<file path="src/rtl/pipeline_stall_ctrl.sv">
// Stall/flush sequencer for the 5-stage RV32I pipeline.
// Tracks outstanding imem/dmem requests, drives the global advance enable,
// per-stage hold/bubble/flush controls and request issue gating.
module pipeline_stall_ctrl #(
  parameter int unsigned TIMEOUT = 1024,
  parameter int unsigned CNT_W   = 32
) (
  input  logic             clk,
  input  logic             rst,
  input  logic             imem_resp,
  input  logic             dmem_resp,
  input  logic             dmem_req,
  input  logic             load_use,
  input  logic             br_flush,
  input  logic             fetch_halt,
  output logic [2:0]       state_o,
  output logic             pipe_adv,
  output logic             imem_issue,
  output logic             dmem_issue,
  output logic             pc_hold,
  output logic             bubble_ex,
  output logic             flush_id,
  output logic [CNT_W-1:0] stall_cnt,
  output logic             resp_err,
  output logic             hang_err
);

  // Encoding carries the pending set: bit0 = imem pending, bit1 = dmem pending.
  typedef enum logic [2:0] {
    MOVING    = 3'b000,
    WAIT_IMEM = 3'b001,
    WAIT_DMEM = 3'b010,
    IMEM_DMEM = 3'b011,
    IDLE      = 3'b100
  } stall_state_t;

  localparam int unsigned WC_W = $clog2(TIMEOUT + 1) + 1;

  stall_state_t    state, state_d;
  logic            is_idle;
  logic            imem_pend;
  logic            dmem_pend;
  logic            stalled;
  logic [WC_W-1:0] wait_cnt;

  assign is_idle   = (state == IDLE);
  assign imem_pend = state[0];
  assign dmem_pend = state[1];
  assign state_o   = state;

  // Advance enable, issue gating and hazard controls.
  always_comb begin
    pipe_adv   = !is_idle && (!imem_pend || imem_resp) && (!dmem_pend || dmem_resp);
    imem_issue = (pipe_adv && !fetch_halt) || (is_idle && !rst && !fetch_halt);
    dmem_issue = pipe_adv && dmem_req;
    flush_id   = pipe_adv && br_flush;
    bubble_ex  = pipe_adv && (br_flush || load_use);
    pc_hold    = pipe_adv && load_use && !br_flush;
    stalled    = !is_idle && !pipe_adv;
  end

  // Next state: new pending set from issues on advance, otherwise retire
  // flags of ports that responded (state bits are the pending flags).
  always_comb begin
    state_d = state;
    if (is_idle) begin
      state_d = fetch_halt ? MOVING : WAIT_IMEM;
    end else if (pipe_adv) begin
      state_d = stall_state_t'({1'b0, dmem_issue, imem_issue});
    end else begin
      state_d = stall_state_t'({1'b0, dmem_pend && !dmem_resp, imem_pend && !imem_resp});
    end
  end

  // State register.
  always_ff @(posedge clk or posedge rst) begin
    if (rst) state <= IDLE;
    else     state <= state_d;
  end

  // Saturating stall counter and sticky unexpected-response flag.
  always_ff @(posedge clk or posedge rst) begin
    if (rst) begin
      stall_cnt <= '0;
      resp_err  <= 1'b0;
    end else begin
      if (stalled && stall_cnt != '1) stall_cnt <= stall_cnt + 1'b1;
      if ((imem_resp && !imem_pend) || (dmem_resp && !dmem_pend)) resp_err <= 1'b1;
    end
  end

  // Pending-time watchdog; counter freezes once it trips.
  always_ff @(posedge clk or posedge rst) begin
    if (rst) begin
      wait_cnt <= '0;
      hang_err <= 1'b0;
    end else if (stalled && (imem_pend || dmem_pend)) begin
      if (wait_cnt >= WC_W'(TIMEOUT)) hang_err <= 1'b1;
      else                            wait_cnt <= wait_cnt + 1'b1;
    end else begin
      wait_cnt <= '0;
    end
  end

endmodule

</file>
<file path="config.mk">
export PLATFORM = sky130hd
export DESIGN_NAME = pipeline_stall_ctrl
export DESIGN_NICKNAME = d
export VERILOG_FILES = /design/src/rtl/pipeline_stall_ctrl.sv
export SDC_FILE = /design/constraint.sdc
export NUM_CORES = 1
export LEC_CHECK = 0
export ABC_AREA = 1
export CAP_MARGIN = 10
export CELL_PAD_IN_SITES_DETAIL_PLACEMENT = 1
export CELL_PAD_IN_SITES_GLOBAL_PLACEMENT = 2
export CORE_ASPECT_RATIO = 0.8
export CORE_MARGIN = 3
export CORE_UTILIZATION = 29
export DETAILED_ROUTE_END_ITERATION = 7
export PLACE_DENSITY_LB_ADDON = 0.1
export SLEW_MARGIN = 20
export SYNTH_ARGS = -nofsm -noshare
export SYNTH_HDL_FRONTEND = slang
export SYNTH_SLANG_ARGS = --single-unit
</file>
<file path="constraint.sdc">
create_clock -name clk -period 1.9 [get_ports clk]
set_input_delay 0.19 -clock clk [delete_from_list [all_inputs] [get_ports clk]]
set_output_delay 0.19 -clock clk [all_outputs]
set_load 0.01 [all_outputs]
</file>
==> results of run 1 <==
[metrics by stage]
stage	setup TNS [ns]	std cells	area (µm²)	setup WS, ns	power (W)
final	0	685	4180	0.0869	0.00297
after floorplan	0	454	3030	0.194	0.00162
after CTS	0	684	4170	0.0547	0.00302
after global placement	-0.0337	676	4010	-0.0337	0.00204
after global routing	-0.0499	685	4180	-0.0442	0.00315
after detailed placement	-0.121	676	4010	-0.0940	0.00206
[Yosys cell counts]
cell type | count | area, µm²
inv_4 | 1 | 6.26
inv_2 | 1 | 3.75
or2_1 | 2 | 12.5
dfrtp_1 | 48 | 1200
a221o_1 | 1 | 10.0
a21oi_1 | 7 | 35.0
a21oi_4 | 1 | 16.3
xnor2_1 | 4 | 35.0
nand4_1 | 1 | 6.26
nand2_1 | 211 | 792
xor2_1 | 12 | 105
o21a_1 | 1 | 7.51
nand3_1 | 24 | 120
nand2_2 | 1 | 6.26
nor2_2 | 2 | 12.5
buf_4 | 3 | 22.5
nand2_8 | 1 | 20.0
nand2_4 | 2 | 22.5
conb_1 | 1 | 3.75
buf_6 | 2 | 22.5
o21ai_0 | 9 | 45.0
dfstp_2 | 1 | 26.3
nor2_1 | 67 | 251
nor2_8 | 2 | 40.0
ha_1 | 2 | 25.0
inv_1 | 44 | 165
nor3_1 | 3 | 15.0
[report_power, final]
group          internal, W  switching, W
Clock             0.000496      0.000444
Combinational     0.000390      0.000456
Sequential         0.00111     0.0000683
Total              0.00200      0.000968
[layout make-up]
| cell class | count | area share |
|---|---|---|
| Clock buffer | 5 | 0.0299 |
| Clock inverter | 3 | 0.00599 |
| Tap cell | 136 | 0.0407 |
| Multi-Input combinational cell | 354 | 0.381 |
| Timing Repair Buffer | 92 | 0.206 |
| Sequential cell | 49 | 0.294 |
| Inverter | 46 | 0.0419 |
[final timing paths]
kind	end	slack, ns	depth (start not counted)
hold reg to reg	hang_err	0.46	2
max in group asynchronous	state_o[2]	1.31	3
min in group clk	hang_err	0.46	2
hold / removal	wait_cnt[10]	0.30	3
setup reg to reg	stall_cnt[21]	0.21	10
setup / recovery	imem_issue	0.09	7
[cells by family after synthesis]
family | count (synthesis) | share of synthesized area
other | 1 | 0.00124
DFF | 49 | 0.405
AOI/OAI and AO/OA | 19 | 0.0376
buffers and inverters | 51 | 0.0727
xor gates and xnor gates | 16 | 0.0463
adders and majority gates | 2 | 0.00826
and+or+nand+nor | 316 | 0.429
[what timing repair did]
item,CTS,global route
pin swaps,0,0
resized for setup,8,2
setup endpoints to repair,6,3
setup buffers,0,1
[per-layer routing]
layer  global-route usage  share of wire  vias up
met5                    0              0        -
met4               0.0392         0.0087        0
met3               0.0303          0.031        7
met2                0.260           0.43       40
met1                0.259           0.53     1433
li1                     -              -     1566
[state kept, by name (all words and copies together) (netlist names)]
signal     count
state_o        3
hang_err       1
resp_err       1
stall_cnt     32
wait_cnt      12
[worst max-delay path, stage by stage, from the launching register on]
cell and delay (ns):
dfrtp_1 0.38, inv_1 0.08, or2_1 0.24, nand3_2 0.12, inv_1 0.07, nand2_1 0.08
o21ai_0 0.07, dlygate4sd2_1 0.28
==> results by group, run 1 <==
Clock tree
  • CTS clk-pin slew, worst paths: approximately 0.08 ns
  • Root Driver: clkbuf_16
  • H-tree depth: 2
  • Skew-Pair Late Insertion Delay: 0.30 ns
  • Clk buf depth: 2
  • CTS buffer count: 5
  • # clock sinks: between 40 and 50
  • CTS Hold Bufs: 0
  • CTS tree: done

Timing
  • Crit share post-route: 0.954
  • Slew Limit Fails: 0
  • Tmin final: between 1.5 and 2 ns
  • Hold slack: 0.304 ns
  • Max Freq: 0.552 GHz
  • Final-report setup violation count: 0
  • Fin Clk Skew: around 0.012 ns
  • Final hold vios: 0
  • RSZ-0062 raised after global routing: yes

Hold path
  • Hold Path Class: in -> async

Worst setup path
  • WS Path Type: reg -> out
  • Worst setup EP type: output port
  • Critical path startpoint: state_o[0]
  • CP Data Arrival Time: 1.62 ns
  • Worst Setup Start Kind: flop
  • Max FO, Critical Path: 5
  • WP data required: between 1.5 and 2 ns
  • Worst R2R Start: stall_cnt[1]

Power
  • VDD IR max: 0.235 mV
  • Pwr dens: 710 mW/mm²
  • Leakage power: 2.02 nW

Die
  • Die H: 97.4 µm
  • Die X: 120 µm
  • Row count: 32
  • Core ar.: 0.00989 mm²
  • Starting Density: 0.306
  • Io pins: 51
  • Die ar.: between 0.01 and 0.015 mm²

Layout
  • Share of layout cells above drive strength 1: 0.120
  • FILL cells: 1,292
  • Util after Layout: 0.423
  • NumNets Final: 558
  • Register Area: 0.00123 mm²
  • Number of diodes: 0
  • Most frequent cells in the layout: nand2_1, nor2_1, dfrtp_1, clkdlybuf4s50_1, inv_1
  • Multi-input logic area: 0.00159 mm²
  • Commonest non-fill, non-tap cell in the layout: nand2_1
  • Area grow syn2layout: 38.0%

Route
  • Routed Antenna Nets: 0
  • Total number of vias: 3,046
  • First drt pass iteration count: 4
  • Drt total wl: 9590 µm
  • Routed wire per std cell: 14.0 µm
  • Number of remaining DRC errors: 0
  • DR vias/cell: 4.45
  • 1st-iter DRT viols: 102

Placed design
  • Port buffer count: 50
  • Gpl congestion: 0.805
  • HPWL Detailed: about 7600 µm

Global routing
  • Global-route wire length before repair: ~16,000 µm
  • GR Overflow Total: 0
  • Number of global-route vias before repair: 3,115
  • Initial antenna violation count: 0
  • Overall routing resource usage: 0.173
  • Largest net degree at the start of global routing: 50

Yosys
  • Synth cell types: 27
  • Mapped cell area: 0.00303 mm²
  • Sequential area share after synthesis: 0.405
  • Syn Inst Count: 454
  • Flops & latches, synth: 49
  • Yosys warnings: 0
  • Mean Syn Cell Area: 6.67 µm²
  • Post-Syn Nets: 464

Outcome
  • Status: finished clean

Job
  • Max cap viols: 0
Note: power is estimated with default switching activity, not from simulation.
==> run 2: changes to the inputs <==
--- a/config.mk
+++ b/config.mk
@@ -6,12 +6,12 @@
 export NUM_CORES = 1
 export LEC_CHECK = 0
 export ABC_AREA = 1
-export CAP_MARGIN = 10
 export CELL_PAD_IN_SITES_DETAIL_PLACEMENT = 1
 export CELL_PAD_IN_SITES_GLOBAL_PLACEMENT = 2
 export CORE_ASPECT_RATIO = 0.8
 export CORE_MARGIN = 3
 export CORE_UTILIZATION = 29
+export CTS_CLUSTER_DIAMETER = 200
 export DETAILED_ROUTE_END_ITERATION = 7
 export PLACE_DENSITY_LB_ADDON = 0.1
 export SLEW_MARGIN = 20
==> results of run 2 <==
Final layout, timing and power as in run 1 (identical DEF).
